<file path="src/rtl/jaxa_rx_fifo_reader_if.sv">
// Receive character stream from the SpaceWire codec into the RX FIFO.
// 9-bit characters: [8] marks EOP/EEP, [7:0] data or end-marker code.
interface jaxa_rx_fifo_reader_if;
   logic [8:0] rx_data;
   logic       rx_valid;
   logic       rx_ready;

   modport master (
      output rx_data,
      output rx_valid,
      input  rx_ready
   );

   modport slave (
      input  rx_data,
      input  rx_valid,
      output rx_ready
   );
endinterface

</file>
<file path="src/rtl/jaxa_rx_fifo_reader.sv">
// RX character FIFO between the SpaceWire codec and the Avalon PIO in_port.
// Head character is shown continuously; each pop_req rise pops one entry.
module jaxa_rx_fifo_reader #(
   parameter int DEPTH = 16,
   parameter int AW    = 4
) (
   input  logic                  clk,
   input  logic                  reset_n,
   jaxa_rx_fifo_reader_if.slave  rx,
   input  logic                  pop_req,
   output logic [8:0]            out_data,
   output logic                  out_valid,
   output logic [AW:0]           level,
   output logic                  overflow,
   input  logic                  clr_overflow
);

   localparam logic [AW:0] LVL_FULL = (AW+1)'(DEPTH);

   logic [8:0]    mem [DEPTH];
   logic [AW-1:0] wr_ptr;
   logic [AW-1:0] rd_ptr;
   logic          pop_d;
   logic          pop_pulse;
   logic          push;
   logic          pop;
   logic [AW:0]   level_next;

   assign pop_pulse = pop_req & ~pop_d;
   assign push      = rx.rx_valid & rx.rx_ready;
   // A pop request against an empty FIFO is simply lost
   assign pop       = pop_pulse & out_valid;

   always_comb begin
      level_next = level;
      unique case (1'b1)
         push & ~pop: level_next = level + 1'b1;
         pop & ~push: level_next = level - 1'b1;
         default:     level_next = level;
      endcase
   end

   always_ff @(posedge clk or negedge reset_n) begin
      if (!reset_n) begin
         wr_ptr      <= '0;
         rd_ptr      <= '0;
         level       <= '0;
         pop_d       <= 1'b0;
         rx.rx_ready <= 1'b0;
         overflow    <= 1'b0;
      end else begin
         pop_d       <= pop_req;
         level       <= level_next;
         rx.rx_ready <= (level_next != LVL_FULL);
         if (push) wr_ptr <= wr_ptr + 1'b1;
         if (pop)  rd_ptr <= rd_ptr + 1'b1;
         // Set has priority so a drop in the clearing cycle is not lost
         if (rx.rx_valid & ~rx.rx_ready) overflow <= 1'b1;
         else if (clr_overflow)          overflow <= 1'b0;
      end
   end

   always_ff @(posedge clk) begin
      if (push) mem[wr_ptr] <= rx.rx_data;
   end

   assign out_valid = (level != '0);
   assign out_data  = out_valid ? mem[rd_ptr] : 9'h000;

endmodule
</file>
<file path="src/flat_wrapper.sv">
// flat-port wrapper written by rule: the top's interface ports become plain ports
module jaxa_rx_fifo_reader_flat 
#(
   parameter int DEPTH = 16,
   parameter int AW    = 4
)
  (clk, reset_n, pop_req, out_data, out_valid, level, overflow, clr_overflow, rx_rx_data, rx_rx_valid, rx_rx_ready);
  jaxa_rx_fifo_reader_if rx_i ();
  input  logic clk;
  input  logic reset_n;
  input  logic pop_req;
  output logic [8:0] out_data;
  output logic out_valid;
  output logic [AW:0] level;
  output logic overflow;
  input  logic clr_overflow;
  input wire logic [$bits(rx_i.rx_data)-1:0] rx_rx_data;
  input wire logic [$bits(rx_i.rx_valid)-1:0] rx_rx_valid;
  output wire logic [$bits(rx_i.rx_ready)-1:0] rx_rx_ready;
  assign rx_i.rx_data = rx_rx_data;
  assign rx_i.rx_valid = rx_rx_valid;
  assign rx_rx_ready = rx_i.rx_ready;
  jaxa_rx_fifo_reader #(.DEPTH(DEPTH), .AW(AW)) u_core (.clk(clk), .reset_n(reset_n), .rx(rx_i), .pop_req(pop_req), .out_data(out_data), .out_valid(out_valid), .level(level), .overflow(overflow), .clr_overflow(clr_overflow));
endmodule
</file>
<file path="config.mk">
export PLATFORM = sky130hd
export DESIGN_NAME = jaxa_rx_fifo_reader_flat
export DESIGN_NICKNAME = d
export VERILOG_FILES = /design/src/rtl/jaxa_rx_fifo_reader_if.sv /design/src/rtl/jaxa_rx_fifo_reader.sv /design/src/flat_wrapper.sv
export SDC_FILE = /design/constraint.sdc
export NUM_CORES = 1
export LEC_CHECK = 0
export CAP_MARGIN = 25
export CORE_MARGIN = 2
export CORE_UTILIZATION = 40
export DETAILED_ROUTE_END_ITERATION = 8
export PLACE_DENSITY = 0.55
export SYNTH_ARGS = -nofsm -noshare
export SYNTH_HDL_FRONTEND = slang
export SYNTH_SLANG_ARGS = --single-unit
</file>
<file path="constraint.sdc">
create_clock -name clk -period 6.2 [get_ports clk]
set_input_delay 1.24 -clock clk [delete_from_list [all_inputs] [get_ports clk]]
set_output_delay 1.24 -clock clk [all_outputs]
set_load 0.02 [all_outputs]
</file>
## Word level (Yosys, flattened, before mapping)

Memories as Yosys holds them, arrays and structs flattened.
Index checks and enable logic that the tools add are counted.

| cells by class | value |
|---|---|
| equal/unequal tests | 1 |
| bitwise gates (word level) | 10 |
| add/sub/neg operators | 4 |
| reduce and logical (&&, ||, !) cells | 2 |
| multiplexer cells | 6 |

Operator list:

| cell | number |
|---|---|
| case mux 5 bit (2 select lines) | 1 |
| two-way mux 9 bit | 1 |
| adder 4 x 1 -> 4 bit, second input constant | 2 |
| AND 1 bit | 6 |
| adder 5 x 1 -> 5 bit, second input constant | 1 |
| != test 5 bit, second input constant | 1 |
| nonzero test 5 bit | 1 |
| subtractor 5 x 1 -> 5 bit, second input constant | 1 |
| two-way mux 1 bit | 4 |
| NOT 1 bit | 4 |
| nonzero test 2 bit | 1 |

| word-level totals | value |
|---|---|
| logic and storage cells | 30 |
| input port bits | 14 |
| RAM bits | 144 |
| memories kept | 1 |
| flip-flop bits (word level) | 16 |
| output and inout bits | 17 |

Memory list:

| memory | words | bits a word | rd ports | clocked after Yosys merged registers in | wr ports | line | text |
|---|---|---|---|---|---|---|---|
| u_core.mem | 16 | 9 | 1 | 0 | 1 | jaxa_rx_fifo_reader.sv:20 | `logic [8:0] mem [DEPTH];` |

## Depth between registers and ports, before layout

Gate-level depths: netlist of run 1.

| logic depth | value |
|---|---|
| depth after elaboration | 7 |
| mapped depth | 10 |
| depth with buffers taken out | 10 |

## Worst setup path after synthesis of run 1

No wires, ideal clock.

| timing | value |
|---|---|
| kind | flip-flop to output port |
| from | reg u_core.rd_ptr[1] |
| to | out out_data[8] |
| cell stages (with the launch flop) | 6 |
| arrival time | 1822 ps |
| buffers on the path | 2 |
| required time | 4960 ps |
| slack | 3138 ps |
| path through | dfrtp_1 buf_2 buf_1 mux4_2 mux4_2 nor2b_4 |

| on the way | value |
|---|---|
| cells in the longest elaborated chain, start to end | 2 |

RTL lines:

| item | line | text |
|---|---|---|
| start: declaration | jaxa_rx_fifo_reader.sv:22 | `logic [AW-1:0] rd_ptr;` |
| start signal: assignment | jaxa_rx_fifo_reader.sv:56 | `if (pop) rd_ptr <= rd_ptr + 1'b1;` |
| memory read (16 x 9 bit) | - |  |
| two-way mux 9 bit | jaxa_rx_fifo_reader.sv:68 | `assign out_data = out_valid ? mem[rd_ptr] : 9'h000;` |
| end: declaration | flat_wrapper.sv:12 | `output logic [8:0] out_data;` |

Every way passes these cells.

## Worst setup path in the final report of run 1

| timing | value |
|---|---|
| from | reg u_core.rd_ptr[0] |
| to | out out_data[0] |

The elaborated chain is that of the path after synthesis.

==> results of run 1 <==
==> power by group through the flow <==
| stage | clock (µW) | combinational (µW) | sequential (µW) |
|---|---|---|---|
| 2_1_floorplan | 0 | 897 | 1420 |
| 3_3_place_gp | 0 | 1160 | 1530 |
| 3_5_place_dp | 0 | 1170 | 1530 |
| 4_1_cts | 997 | 1180 | 1510 |
| 5_1_grt | 1040 | 1240 | 1540 |
| 6_report | 980 | 1150 | 1510 |
==> registers in the layout, summed over array words and instances, names as in the netlist <==
signal	count
u_core.mem	144
u_core.level	5
u_core.rd_ptr	4
u_core.wr_ptr	4
u_core.overflow	1
u_core.pop_d	1
u_core.rx.rx_ready	1
==> routing by layer <==
metal | global-route usage (%) | up-vias | part of all wire [%]
li1 | - | 1349 | -
met1 | 22.92 | 1609 | 47
met2 | 25.61 | 66 | 49
met3 | 4.037 | 12 | 3.4
met4 | 5.072 | 0 | 0.93
met5 | 0 | - | 0
==> worst max-delay path: stages (launching register included) <==
cell             delay [ns]
dfrtp_2                0.95
buf_4                  0.33
mux4_1                 0.56
mux4_2                 0.45
nor2b_4                0.13
clkdlybuf4s50_1        0.54
==> per-stage QoR <==
| stage | setup slack [ns] | cell area, µm² |
|---|---|---|
| 2_1_floorplan | 3.138 | 6568 |
| 3_3_place_gp | 1.939 | 7073 |
| 3_5_place_dp | 1.934 | 7073 |
| 4_1_cts | 1.481 | 7630 |
| 5_1_grt | 1.381 | 7630 |
| 6_report | 1.560 | 7630 |
==> cells in the final DEF (no fill, tap or decap), types with 7 or more instances in the layout <==
| master | n |
|---|---|
| xnor2_1 | 8 |
| and2_1 | 14 |
| mux4_2 | 37 |
| clkbuf_16 | 17 |
| mux4_1 | 8 |
| edfxtp_1 | 144 |
| ha_1 | 7 |
| nor2b_4 | 9 |
| clkdlybuf4s50_1 | 30 |
| dfrtp_1 | 15 |
==> worst paths after layout <==
path	startpoint	endpoint	slack [ns]
worst max-delay path	u_core.rd_ptr[0]	out_data[0]	1.56
worst min-delay path	u_core.overflow	u_core.overflow	0.53
worst max register to register	u_core.level[1]	u_core.rx.rx_ready	3.23
worst min register to register	u_core.overflow	u_core.overflow	0.53
max in group asynchronous	reset_n	u_core.rd_ptr[0]	4.41
min in group asynchronous	reset_n	u_core.level[4]	1.27
==> cells by family after synthesis <==
group / Yosys count / share of synthesized area [%]
compound gates: 14 / 1.562
xor+xnor: 11 / 1.467
fa+ha+maj: 7 / 1.334
buf+inv: 19 / 1.867
flops: 160 / 71.94
mux: 47 / 16.23
simple gates: 50 / 5.601
==> cell type report <==
cell class	instances	share of cell area [%]
Inverter	7	0.3444
Clock inverter	13	1.673
Sequential cell	160	61.94
Multi-Input combinational cell	129	22.55
Tap cell	216	3.542
Clock buffer	18	5.625
Timing Repair Buffer	34	4.329
==> flow_summary.yaml, run 1 <==
clocking:
  cts_tree: "built"
  root_buffer: "clkbuf_16"
  clk_latency_ns: 0.42
  postCtsSetupRepairBufs: 0
  cts_resized: 0
  h-tree-depth: 4
  clock_path_buffers: 2
  cts.sinks: 160
  cts_inserted_buffers: 17
  holdBufCountCts: 0
  clkSlewWorstSetupHoldPaths_ns: 0.06
timing:
  relSlewSlack_pct: 40.87
  hold_violations: 0
  worst_clock_skew_ns: 0.008544
  setup_viol: 0
  min_period_ns: 4.640
  setup_tns_ns: 0
  fin_crit_sh_pct: 74.83
  fin_hold_ws_ns: 0.5256
  rsz0062_at_grt: "false"
  drv_slew: 0
  fmax_ghz: 0.2155
  max_slew.worst_pin.slew_ns: 0.8869
power:
  total_power_uw: 3640
  powerDensity_nw_per_um2: 477.1
  combPwrFrac_pct: 31.7
  p_switching_uw: 1100
  pwr-share-clk_pct: 26.9
  leakage_uw: 0.002563
  seq_power_share_pct: 41.4
  vdd_drop_max_v: 0.0003334
  switching_share_pct: 30.21
  p_int_uw: 2540
detailed_routing:
  avgRoutedWirePerCell_um: 23.02
  drc: 0
  antenna_left: 0
  num_vias: 3036
  viasPerCell: 5.262
  firstDrtPassIters: 4
  wirelength_mm: 13.28
  drt_iter0_markers: 295
logic_synthesis:
  synthArstFlopShare_pct: 10.00
  synthesis.area_um2: 6568
  netlist_instances: 308
  ys_ff_latch: 160
  ys.flop_type: "edfxtp_1"
  yosysTopAreaCellShare_pct: 65.84
  yosysTopAreaCell: "edfxtp_1"
  ys_seq_area_share_pct: 71.94
  yosys-top-cells-area: "edfxtp_1, mux4_2, dfrtp_1"
  avgSynthCellArea_um2: 21.32
  synth_edf_count: 144
  yosysMostFrequentCell: "edfxtp_1"
  netlist-cell-type-count: 42
  synthTopCellsByCount: "edfxtp_1, mux4_2, dfrtp_1"
  synth_nets: 329
  synth_warnings: 0
layout:
  stdcell_count: 577
  multiInputGateArea_um2: 1720
  nets: 370
  seqCellArea_um2: 4726
  area_growth_pct: 16.17
  n_antenna_cell: 0
  nFillCells: 1352
  fin_util_pct: 47.86
  drive_gt1_share_pct: 23.27
floorplan:
  design.core.area_um2: 15940
  ios: 31
  die_height_um: 132.1
  rows: 46
  initial_core_util_pct: 41.19
  die_w_um: 132.1
  die-area_um2: 17460
global_routing:
  overflow: 0
  antenna_found_initial: 0
  grt_pass1_wl_mm: 20.29
  grt_pass1_vias: 3296
  grt_usage_pct: 16.40
  grt_max_degree: 27
setup_path:
  cp-start-kind: "register"
  crit_type: "reg -> out"
  worstRegToRegCells: 11
  worstPathArrival_ns: 3.40
  crit_required_ns: 4.96
  worst_setup_path_end_kind: "output port"
  cp_max_fo: 26
placed_design:
  dp_hpwl_mm: 7.935
  place_inst: 546
  portBuffers: 30
  gp_congestion: 0.7190
hold_path:
  min-delay-path-class: "reg -> reg"
  holdPathStages: 2
run_status:
  status: "completed"
job:
  max_cap_violations: 0
Power figures use the tool's default switching activity.
==> inputs of run 2 (changes only) <==
clock period = 4.71 ns   (was 6.2 ns; I/O delays follow)
==> flow_summary.yaml, run 2 (synthesis gave the netlist of run 1 again) <==
layout:
  area_growth_pct: 17.30
  final_cell_mix: "edfxtp_1, mux4_2, clkdlybuf4s50_1"
  largest_reg_flops: 144
  fin_util_pct: 48.32
  nets: 371
  largest_register: "u_core.mem"
  final_common_cell: "edfxtp_1"
  multiInputGateArea_um2: 1720
  drive_gt1_share_pct: 22.65
  reg_top3: "u_core.mem x144, u_core.level x5"
  nFillCells: 1309
  n_antenna_cell: 0
  seqCellArea_um2: 4726
  stdcell_count: 578
global_routing:
  grt_pass1_wl_mm: 20.46
  antenna_found_initial: 0
  grt.busiest_layer: "met2"
  grt_util_met1_pct: 22.99
  grt_usage_pct: 16.65
  overflow: 0
  grt_pass1_vias: 3247
  grt_max_degree: 38
  grtUsageMet2_pct: 25.93
  met3_usage_pct: 4.498
clocking:
  cts_resized: 0
  clock_path_buffers: 2
  cts_inserted_buffers: 17
  h-tree-depth: 4
  clkSlewWorstSetupHoldPaths_ns: 0.06
  clk_latency_ns: 0.42
  postCtsSetupRepairBufs: 0
  cts.sinks: 160
  holdBufCountCts: 0
  root_buffer: "clkbuf_16"
  cts_tree: "built"
detailed_routing:
  avgRoutedWirePerCell_um: 23.30
  viasPerCell: 5.296
  antenna_left: 0
  drt_iter0_markers: 287
  num_vias: 3061
  wirelength_mm: 13.47
  drc: 0
  firstDrtPassIters: 4
placed_design:
  place_inst: 547
  gp_congestion: 0.7450
  portBuffers: 30
  dp_hpwl_mm: 8.013
timing:
  setup_tns_ns: 0
  setup_viol: 0
  drv_slew: 0
  rsz0062_at_grt: "false"
  min_period_ns: 3.988
  max_slew.worst_pin.slew_ns: 0.8471
  hold_violations: 0
  fin_crit_sh_pct: 84.68
  fin_hold_ws_ns: 0.5145
  fmax_ghz: 0.2507
  relSlewSlack_pct: 43.53
  worst_clock_skew_ns: 0.003874
setup_path:
  cp-start-kind: "register"
  crit_type: "reg -> out"
  worstPathArrival_ns: 3.05
  crit_required_ns: 3.77
  cp_max_fo: 12
  critical_path.slowest_cell: "mux4_1"
  crit_chain: "buf_4 -> mux4_1 -> mux4_2 -> nor2b_4 -> clkdlybuf4s50_1"
  critPathMaxStageDelay_ns: 0.60
  worst_setup_path_end_kind: "output port"
floorplan:
  rows: 46
  design.core.area_um2: 15940
  die-area_um2: 17460
  die_height_um: 132.1
  die_w_um: 132.1
  ios: 31
  initial_core_util_pct: 41.19
power:
  p_switching_uw: 1438
  seq_power_share_pct: 38.4
  switching_share_pct: 28.85
  leakage_uw: 0.002586
  vdd_drop_max_v: 0.0003033
  powerDensity_nw_per_um2: 647.1
  combPwrFrac_pct: 32.5
  p_int_uw: 3547
  total_power_uw: 4985
  pwr-share-clk_pct: 29.1
job:
  max_cap_violations: 0
hold_path:
  min-delay-path-class: "reg -> reg"
run_status:
  status: "completed"
-- run 2: cell type report --
class,instances,area share (%)
inverters,7,0.3411
clock inverters,13,2.517
multi-input cells,129,22.33
repair buffers,35,4.385
clock buffers,18,5.571
flip-flops and latches,160,61.34
well taps,216,3.508
-- run 2: power groups by stage --
stage	clock, µW	sequential, µW	combinational, µW
after floorplan	0	1880	1180
after global routing	1540	1940	1740
after global placement	0	1940	1630
after detailed placement	0	1950	1640
after CTS	1480	1920	1650
final	1450	1910	1620
-- run 2: critical path, delay by kind of cell (launching register included) --
family | cells | cell delay [ns]
DFF | 1 | 0.53
muxes | 2 | 1.08
buffers and inverters | 2 | 0.87
and+or+nand+nor | 1 | 0.14
-- run 2: metrics by stage --
stage / setup slack [ns] / area [µm²]
2_1_floorplan: 1.946 / 6568
4_1_cts: 0.6852 / 7704
3_3_place_gp: 1.187 / 7081
5_1_grt: 0.6063 / 7704
6_report: 0.7217 / 7704
3_5_place_dp: 1.151 / 7081
-- run 2: worst paths after layout --
path / from / to / slack, ns / depth (start not counted)
max: u_core.rd_ptr[0] / out_data[5] / 0.72 / 5
min reg2reg: u_core.rx.rx_ready / u_core.overflow / 0.51 / 1
max reg2reg: u_core.level[1] / u_core.rx.rx_ready / 1.78 / 10
min: u_core.rx.rx_ready / u_core.overflow / 0.51 / 1
max in group asynchronous: reset_n / u_core.rd_ptr[0] / 3.18 / 1
min in group asynchronous: reset_n / u_core.rd_ptr[3] / 0.99 / 1
-- run 2: routing by layer --
metal | part of all wire, % | wire (µm)
met5 | 0 | 0
met3 | 3.8 | 507
met2 | 49 | 6655
met1 | 45 | 6105
met4 | 1.5 | 199
==> variant (flow settings as in run 2) <==
Make the reset (`reset_n`) synchronous in one clocked block.
--- a/src/rtl/jaxa_rx_fifo_reader.sv
+++ b/src/rtl/jaxa_rx_fifo_reader.sv
@@ -40,7 +40,7 @@
       endcase
    end
 
-   always_ff @(posedge clk or negedge reset_n) begin
+   always_ff @(posedge clk) begin
       if (!reset_n) begin
          wr_ptr      <= '0;
          rd_ptr      <= '0;
Check against the original RTL: differs if reset_n is asserted again (counterexample within 4 cycles, from zero or initial values and one cycle with reset_n low); with reset_n held inactive, the same outputs for 10 cycles.
==> variant against run 2 <==
Routed wire length decreased by 2.2%. Synthesized area increased by 0.36%. Design area increased by 1.2%. Sequential power decreased by 9.9%. Worst setup slack got worse by 0.14 ns. Total power decreased by 19%. Non-clock buffer count increased by 15. Sequential cell count increased by 4. Largest cell class unchanged. Largest power group unchanged.
==> variant: results (changes against run 2) <==
[status]
status=complete, no violations  ; unchanged

[power_and_ir_drop]
p_leak_nw=2.47  ; was 2.59 nW
peakVddDrop_v=0.000402  ; was 0.000303 V
internal_power_mw=2.96  ; was 3.55 mW

[yosys]
synthMuxAreaShare=0.158  ; was 0.162
synth_compound_area_frac=0.0199  ; was 0.0156
synthTopCellsByCount=edfxtp_1, mux4_2, and2_1  ; was edfxtp_1, mux4_2, dfrtp_1
synthXorXnorAreaFrac=0.0133  ; was 0.0147
synth_nets=365  ; was 329
synth_cell_types=37  ; was 42
yosys.area_share.adder=0.0133  ; about the same
yosys-top-cells-area=edfxtp_1, mux4_2, dfxtp_1  ; was edfxtp_1, mux4_2, dfrtp_1
postSynthCellCount=344  ; was 308
ys_async_sr_fraction=0  ; was 0.100

[global_routing]
use_met3=0.0408  ; was 0.0450
met2_usage=0.265  ; was 0.259
grt_pass1_wl_mm=20.3  ; was 20.5 mm
grt_pass1_vias=3375  ; was 3247
grt_use_total=0.161  ; was 0.166
met1_usage=0.208  ; was 0.230
grt_max_degree=37  ; was 38

[critical_path]
crit_fanout=16  ; was 12
reg2regPathDepth=9  ; was 10
cp.arrival_ns=3.19  ; was 3.05 ns
r2r_setup_slack_ns=1.85  ; was 1.78 ns

[route]
wl_per_cell_um=21.1  ; was 23.3 um
vias_per_cell=5.11  ; was 5.30
wl_mm=13.2  ; was 13.5 mm
drtIter0Drc=232  ; was 287

[sta]
skew_ns=0.00722  ; was 0.00387 ns

[placed_design]
routabilityCongestion=0.738  ; was 0.745
place_inst=591  ; was 547

[min_path]
hp-start=u_core.wr_ptr[1]  ; was u_core.rx.rx_ready

[variant: worst max-delay path: stages, from the launching register on]
cell and delay [ns]:
dfxtp_2 0.65, buf_4 0.40, mux4_2 0.54, mux4_2 0.47, and2_1 0.16, clkdlybuf4s50_1 0.53
[variant: through the flow]
stage          hold WS (ns)  instance area (um^2)
5_1_grt               0.559                  7800
2_1_floorplan         0.489                  6590
3_3_place_gp          0.513                  7210
4_1_cts               0.537                  7800
3_5_place_dp          0.527                  7210
6_report              0.534                  7800
[variant: routing by layer]
| layer | share of wire | wire length (um) | vias up |
|---|---|---|---|
| li1 | - | - | 1452 |
| met1 | 0.42 | 5550 | 1629 |
| met2 | 0.51 | 6730 | 99 |
| met3 | 0.060 | 795 | 6 |
| met4 | 0.0069 | 91 | 0 |
| met5 | 0 | 0 | - |
[variant: layout make-up]
| type | instances | area [um^2] |
|---|---|---|
| Inverter | 7 | 26.3 |
| Sequential cell | 164 | 4730 |
| Timing Repair Buffer | 50 | 450 |
| Tap cell | 216 | 270 |
| Clock inverter | 14 | 163 |
| Multi-Input combinational cell | 154 | 1730 |
| Clock buffer | 18 | 429 |
| Fill cell | 1369 | 8200 |
[variant: worst min-delay path by stage]
stage                     cells past startpoint  slack (ns)          endpoint
final                                         2        0.53  u_core.wr_ptr[1]
after global routing                          2        0.56   u_core.level[3]
after CTS                                     2        0.54  u_core.wr_ptr[1]
after detailed placement                      2        0.53   u_core.level[3]
after global placement                        2        0.51   u_core.level[3]
after floorplan                               2        0.49  u_core.wr_ptr[1]
[variant: power by group through the flow]
stage               clock [mW]  sequential [mW]  combinational [mW]
floorplan                    0             1.73               0.673
global placement             0             1.75               0.938
detailed placement           0             1.76               0.950
CTS                       1.40             1.73               0.952
global route              1.46             1.74                1.01
finish                    1.37             1.72               0.934
